### src/rtl/uart_tx_fifo.sv
// Buffered UART transmitter: valid/ready byte FIFO feeding an 8N1 serialiser, LSB first.
// Define UART_TX_PARITY_EN to insert an even-parity bit after the data bits (8E1).
module uart_tx_fifo #(
  parameter int CLK_DIV    = 50,
  parameter int FIFO_DEPTH = 8
) (
  input  logic                        clk,
  input  logic                        reset,
  input  logic [7:0]                  tx_data,
  input  logic                        tx_valid,
  output logic                        tx_ready,
  output logic                        uart_tx,
  output logic                        busy,
  output logic [$clog2(FIFO_DEPTH):0] fifo_count
);

  localparam int          AW        = $clog2(FIFO_DEPTH);
  localparam logic [15:0] BAUD_LAST = 16'(CLK_DIV - 1);
  localparam logic [AW:0] FULL      = {1'b1, {AW{1'b0}}};

`ifdef UART_TX_PARITY_EN
  typedef enum logic [2:0] {IDLE, START, DATA, PARITY, STOP} state_t;
`else
  typedef enum logic [2:0] {IDLE, START, DATA, STOP} state_t;
`endif

  state_t       state;
  logic [15:0]  baud;
  logic [2:0]   bit_idx;
  logic [7:0]   shift;
  logic [7:0]   mem [FIFO_DEPTH];
  logic [AW-1:0] wr_ptr;
  logic [AW-1:0] rd_ptr;
  logic [AW:0]  count;
  logic         bit_end;
  logic         push;
  logic         pop;
`ifdef UART_TX_PARITY_EN
  logic         parity_bit;
`endif

  assign tx_ready   = (count != FULL);
  assign fifo_count = count;
  assign busy       = (state != IDLE) || (count != '0);
  assign bit_end    = (baud == BAUD_LAST);
  assign push       = tx_valid && tx_ready;
  // The next byte is taken either from idle or straight out of the stop bit, giving gap-free frames.
  assign pop        = (count != '0) && ((state == IDLE) || ((state == STOP) && bit_end));

  always_ff @(posedge clk or negedge reset) begin
    if (!reset) begin
      wr_ptr <= '0;
      rd_ptr <= '0;
      count  <= '0;
    end else begin
      if (push) wr_ptr <= wr_ptr + 1'b1;
      if (pop)  rd_ptr <= rd_ptr + 1'b1;
      if (push && !pop)      count <= count + 1'b1;
      else if (pop && !push) count <= count - 1'b1;
    end
  end

  always_ff @(posedge clk) begin
    if (push) mem[wr_ptr] <= tx_data;
  end

  always_ff @(posedge clk) begin
    if (pop) begin
      shift <= mem[rd_ptr];
`ifdef UART_TX_PARITY_EN
      parity_bit <= ^mem[rd_ptr];
`endif
    end else if ((state == DATA) && bit_end) begin
      shift <= {1'b0, shift[7:1]};
    end
  end

  always_ff @(posedge clk or negedge reset) begin
    if (!reset) begin
      state   <= IDLE;
      baud    <= '0;
      bit_idx <= '0;
      uart_tx <= 1'b1;
    end else begin
      baud <= ((state == IDLE) || bit_end) ? '0 : baud + 1'b1;
      case (state)
        IDLE: begin
          if (pop) begin
            state   <= START;
            uart_tx <= 1'b0;
          end
        end
        START: begin
          if (bit_end) begin
            state   <= DATA;
            bit_idx <= '0;
            uart_tx <= shift[0];
          end
        end
        DATA: begin
          if (bit_end) begin
            bit_idx <= bit_idx + 1'b1;
            if (bit_idx == 3'd7) begin
`ifdef UART_TX_PARITY_EN
              state   <= PARITY;
              uart_tx <= parity_bit;
`else
              state   <= STOP;
              uart_tx <= 1'b1;
`endif
            end else begin
              // shift is updated on this same edge, so the next bit is shift[1] now.
              uart_tx <= shift[1];
            end
          end
        end
`ifdef UART_TX_PARITY_EN
        PARITY: begin
          if (bit_end) begin
            state   <= STOP;
            uart_tx <= 1'b1;
          end
        end
`endif
        STOP: begin
          if (bit_end) begin
            if (pop) begin
              state   <= START;
              uart_tx <= 1'b0;
            end else begin
              state   <= IDLE;
            end
          end
        end
        default: begin
          state   <= IDLE;
          uart_tx <= 1'b1;
        end
      endcase
    end
  end

endmodule

### config.mk
export PLATFORM = sky130hd
export DESIGN_NAME = uart_tx_fifo
export DESIGN_NICKNAME = d
export VERILOG_FILES = /design/src/rtl/uart_tx_fifo.sv
export SDC_FILE = /design/constraint.sdc
export NUM_CORES = 1
export LEC_CHECK = 0
export BUFFER_PORTS_ARGS = -buffer_cell sky130_fd_sc_hd__buf_4
export CAP_MARGIN = 20
export CORE_MARGIN = 3
export CORE_UTILIZATION = 50
export CTS_CLUSTER_DIAMETER = 80
export DETAILED_ROUTE_END_ITERATION = 8
export PLACE_DENSITY = 0.69
export SLEW_MARGIN = 10
export SYNTH_ARGS = -nofsm -noshare
export SYNTH_HDL_FRONTEND = slang
export SYNTH_SLANG_ARGS = --single-unit
### constraint.sdc
create_clock -name clk -period 3.4 [get_ports clk]
set_input_delay 0.17 -clock clk [delete_from_list [all_inputs] [get_ports clk]]
set_output_delay 0.17 -clock clk [all_outputs]
set_load 0.03 [all_outputs]
Yosys cells after proc, flatten, opt, wreduce, memory -nomap -nowiden
Memory sizes are Yosys's and may differ from the RTL's.
Index checks and enable logic that the tools add are counted.
{"block": "word_totals", "reg_bits": 41, "latchBits": 0, "mem_bits_rw": 64, "romBits": 0, "input_bits": 11, "out_inout_bits": 7, "elab_cells": 69, "n_memories": 1}
{"memory": "mem", "depth": 8, "word_bits": 8, "read_ports": 1, "rd_clocked_by_memory_dff": 0, "wr": 1, "line": "31", "source": "logic [7:0] mem [FIFO_DEPTH];"}
{"block": "classes", "add_sub_neg": 6, "multipliers": 0, "n_div": 0, "n_lt_le_gt_ge": 0, "n_eq_ne": 11, "shift": 0, "n_mux": 23, "bitwise_logic": 0, "n_reduce_logical": 20}
{"cell": "3-bit two-way mux", "count": 7}
{"cell": "16-bit by 1-bit adder with 16-bit output (second input constant)", "count": 1}
{"cell": "16-bit by 6-bit == test with 1-bit output (second input constant)", "count": 1}
{"cell": "16-bit two-way mux", "count": 1}
{"cell": "8-bit two-way mux", "count": 2}
{"cell": "3-bit case mux with 4 select lines", "count": 1}
{"cell": "3-bit by 1-bit adder with 3-bit output (second input constant)", "count": 3}
{"cell": "1-bit two-way mux", "count": 8}
{"cell": "4-bit two-way mux", "count": 2}
{"cell": "2-bit inequality test (second input constant)", "count": 4}
{"cell": "3-bit by 2-bit == test with 1-bit output (second input constant)", "count": 2}
{"cell": "1-bit logical AND", "count": 6}
{"cell": "3-bit case mux with 2 select lines", "count": 1}
{"cell": "3-bit AND reduction", "count": 2}
{"cell": "2-bit nonzero test", "count": 3}
{"cell": "5-bit AND reduction", "count": 1}
{"cell": "4-bit by 1-bit adder with 4-bit output (second input constant)", "count": 1}
{"cell": "4-bit inequality test (second input constant)", "count": 1}
{"cell": "1-bit case mux with 4 select lines", "count": 1}
{"cell": "4-bit nonzero test", "count": 1}
{"cell": "4-bit by 1-bit subtractor with 4-bit output (second input constant)", "count": 1}
{"cell": "3-bit by 1-bit == test with 1-bit output (second input constant)", "count": 1}
{"cell": "3-bit == test (second input constant)", "count": 1}
{"cell": "3-bit zero test", "count": 1}
{"cell": "4 further kinds", "count": 7}

Depth between registers and ports, before layout
{"block": "depth", "depth_word": 7, "mapped_depth": 14}

Worst setup path after synthesis
No wires, ideal clock.
{"block": "synth_path", "path_kind": "register -> register", "startpoint": "register count[0], in the netlist fifo_count[0]", "endpoint": "register count[3], in the netlist fifo_count[3]", "setup_ps": 140, "t_arrival_ps": 2588, "t_required_ps": 3260, "slack_ps": 672, "stages_incl_launch_ff": 13, "period_less_slack_ps": 2728, "cell_sequence": "dfrtp_1 -> nor4_4 -> nand2b_1 -> o22ai_4 -> inv_1 -> ha_1 -> inv_1 -> ha_1 -> a21o_1 -> a21oi_1 -> xnor2_1 -> nor2_1 -> xor2_1"}
{"block": "synth_between", "elab_chain_len": 5, "word_cells_on_any_way": 13, "classes_between": "2 x add/sub; 1 x eq/ne; 2 x mux; 8 x reduce/logical"}
{"element": "from (decl)", "line": "34", "source": "logic [AW:0] count;"}
{"element": "from (signal assigned)", "line": "58", "source": "if (push && !pop) count <= count + 1'b1;"}
{"element": "from (signal assigned)", "line": "59", "source": "else if (pop && !push) count <= count - 1'b1;"}
{"element": "parallel branches: the longest is 5 deep, another holds 4-bit by 1-bit subtractor with 4-bit output"}
Parallel ways; which one is timed is not known. The select of a mux whose other input is x is not followed.
A chain may end at the register's enable or synchronous reset.

Worst setup path in the final report
Ends and elaborated chain as after synthesis.

==> results_dict.tcl <==
set metrics [dict create \
    start_util_pct 51.8 \
    postCtsSetupRepairBufs 0 \
    worst_slew_pin_slew_ns 0.806 \
    num_antenna_cells 0 \
    grt_use_met2_pct 28.6 \
    worstSetupPathType "reg2reg" \
    fin_area_mm2 0.00508 \
    dpl.hpwl_um 5230 \
    cp-endpoint "fifo_count[3]" \
    clockPowerShare_pct 26.7 \
    period_share_pct 81.5 \
    detail-route-antenna-nets 0 \
    setup_violations 0 \
    grt_usage_pct 16.9 \
    multi_input_area_mm2 0.00150 \
    path_max_fanout 6 \
    gp_congestion 0.767 \
    worstPathArrival_ns 3.02 \
    synth-async-reset-ratio_pct 30.8 \
    use_met1_pct 21.6 \
    worstPathRequired_ns 3.66 \
    cp-start-kind "flip-flop" \
    cap_violations 0 \
    yosys.area.top_type "edfxtp_1" \
    comb_power_share_pct 17.0 \
    synth_seq_area_share_pct 65.3 \
    drtIter0Drc 93 \
    syn_inst 295 \
    vias 2422 \
    pwr-share-seq_pct 56.4 \
    rows 34 \
    ys_seq_elements 104 \
    grt_pass1_vias 2534 \
    cts_buffer_depth 2 \
    ys_warn_count 0 \
    r2r_end "fifo_count[3]" \
    cts_max_level 3 \
    grt_max_degree 33 \
    cts_tree "yes" \
    setup.worst_path.start "fifo_count[0]" \
    fin_crit_ns 2.77 \
    ir_drop_mv 0.332 \
    yosysUniqueCellTypes 44 \
    cts_root_buf "clkbuf_8" \
    wire_per_inst_um 17.7 \
    cts_buffers 9 \
    grt_overflow 0 \
    cts.sinks 104 \
    outcome "completed" \
    synth.most_common_cell "edfxtp_1" \
    power.switching_mw 0.853 \
    r2r_slack_ns 0.63 \
    clkSlewWorstSetupHoldPaths_ns 0.11 \
    synth-main-ff-cell "edfxtp_1" \
    grt_pass1_wl_um 12900 \
    placed_cell_area_mm2 0.00483 \
    hold_depth 1 \
    fin_worst_skew_ns 0.00949 \
    drv_slew 0 \
    n_fill_cell 680 \
    hold_viol_final 0 \
    grtUsageMet3_pct 3.79 \
    fin_nets 354 \
    synthTopCellsByArea "edfxtp_1 48%, dfrtp_1 17%, mux4_2 7.9%" \
    synth_nets 320 \
    antenna_found_initial 0 \
    io_pins 18 \
    critPathCaptureType "flip-flop" \
    die_x_um 101 \
    layout-drive-gt1-share_pct 22.5 \
    drc 0 \
    ff_latch_area_mm2 0.00296 \
    area_growth_pct 11.8 \
    min_path_type "in2reg" \
    die_h_um 101 \
    synthesis.area_mm2 0.00454 \
    p_leak_nw 1.89 \
    clk_latency_ns 0.37 \
    synth_edf_count 72 \
    p_int_mw 2.03 \
    core-area_mm2 0.00876 \
    max_freq_ghz 0.361 \
    routed_wirelength_um 7810 \
    yosys.area.top_type_share_pct 47.6 \
    setup_tns_ns 0 \
    r2r_start "fifo_count[0]" \
    synth_common_cells "72 x edfxtp_1, 34 x nor2_1, 31 x dfrtp_1" \
    die_area_mm2 0.0103 \
    grt_setup_unrepaired "false" \
    rr_worst_depth 12 \
    port_buffers 17 \
    dr.pass1.iters 4 \
    avgSynthCellArea_um2 15.4 \
    grt.busiest_layer "met2" \
    power_density_mw_per_mm2 567 \
    vias_per_cell 5.48 \
    sw_frac_of_total_pct 29.6 \
    max-slew-margin-rel_pct 46.3 \
]
-- cell families after synthesis --
| logic type | count (synthesis) | synth area share, % |
|---|---|---|
| buffers and inverters | 16 | 1.82 |
| adders and majority gates | 14 | 4.02 |
| and+or+nand+nor | 85 | 9.83 |
| xor gates and xnor gates | 21 | 4.05 |
| muxes | 28 | 10.7 |
| AOI/OAI and AO/OA | 27 | 4.33 |
| DFF | 104 | 65.3 |
-- critical path, stage by stage (launching register included) --
cell and delay, ns:
dfrtp_1 0.50, nor4_4 0.50, nand2b_1 0.21, o22ai_4 0.08
inv_1 0.13, ha_1 0.19, inv_1 0.09, ha_1 0.28
a21o_1 0.18, a21oi_1 0.17, xnor2_1 0.14, nor2_1 0.07
xor2_1 0.14
-- layout make-up --
class,instances,area share [%]
Sequential cell,104,58.4
Multi-Input combinational cell,175,29.4
Clock inverter,7,1.72
Timing Repair Buffer,31,4.78
Clock buffer,9,2.44
Tap cell,108,2.66
Inverter,8,0.591
-- metrics by stage --
step | util, % | cells | hold slack, ns | total power, mW | worst slack (ns)
6_report | 58.0 | 442 | 0.0260 | 2.88 | 0.630
5_1_grt | 58.0 | 442 | 0.00353 | 3.03 | 0.399
4_1_cts | 58.0 | 442 | 0.00242 | 2.92 | 0.584
3_5_place_dp | 55.1 | 422 | 0.142 | 2.15 | 0.603
3_3_place_gp | 55.1 | 422 | 0.134 | 2.12 | 0.741
2_1_floorplan | - | 295 | -0.126 | 1.94 | 0.672
-- per-layer routing --
metal	routed length (um)	up-vias
met5	0	-
met4	80	0
met3	247	6
met2	4080	29
met1	3410	1215
li1	-	1172
-- registers in the layout, indices dropped and copies added (netlist names) --
register    cells
mem            64
baud           16
shift           8
fifo_count      4
bit_idx         3
rd_ptr          3
wr_ptr          3
state           2
uart_tx         1
-- cells in the final DEF, fill, tap and decap left out, types with 2 or more instances in the layout --
master | netlist | layout
edfxtp_1 | 72 | 72
nor2_1 | 34 | 34
dfrtp_1 | 31 | 31
buf_4 | 2 | 27
nand2_1 | 17 | 17
mux4_2 | 16 | 16
ha_1 | 13 | 13
xor2_1 | 11 | 11
xnor2_1 | 10 | 10
a21oi_1 | 9 | 9
clkbuf_8 | 0 | 9
inv_1 | 8 | 8
nor3_1 | 8 | 8
mux2i_1 | 8 | 8
nand3_1 | 6 | 6
o21ai_0 | 5 | 5
nand2b_1 | 4 | 4
dlygate4sd3_1 | 0 | 4
nand4_1 | 3 | 3
a21oi_2 | 3 | 3
a21o_1 | 3 | 3
mux2_2 | 3 | 3
clkinv_8 | 0 | 3
and4_2 | 2 | 2
and4_1 | 2 | 2
a32o_1 | 2 | 2
inv_8 | 0 | 2
-- power groups by stage --
stage | logic (mW) | clock network (mW) | registers, mW
3_5_place_dp | 0.495 | 0 | 1.65
4_1_cts | 0.500 | 0.799 | 1.62
2_1_floorplan | 0.266 | 0 | 1.68
3_3_place_gp | 0.483 | 0 | 1.64
6_report | 0.489 | 0.768 | 1.62
5_1_grt | 0.533 | 0.847 | 1.65
-- how the worst min path moves through the flow --
stage                     startpoint        end  slack [ns]
after floorplan                reset    baud[0]       -0.13
after global placement         reset    baud[5]        0.13
after detailed placement       reset    baud[7]        0.14
after CTS                 tx_data[6]  mem[5][6]       0.002
after global routing      tx_data[6]  mem[2][6]       0.004
final                     tx_data[6]  mem[5][6]        0.03
-- timing repair --
| item | CTS | global route |
|---|---|---|
| endpoints found under the hold margin | 51 | 0 |
| hold buffers | 4 | 0 |
| resized for setup | 0 | 0 |
| setup endpoints to repair | 0 | 0 |
(Power assumes the default switching activity.)
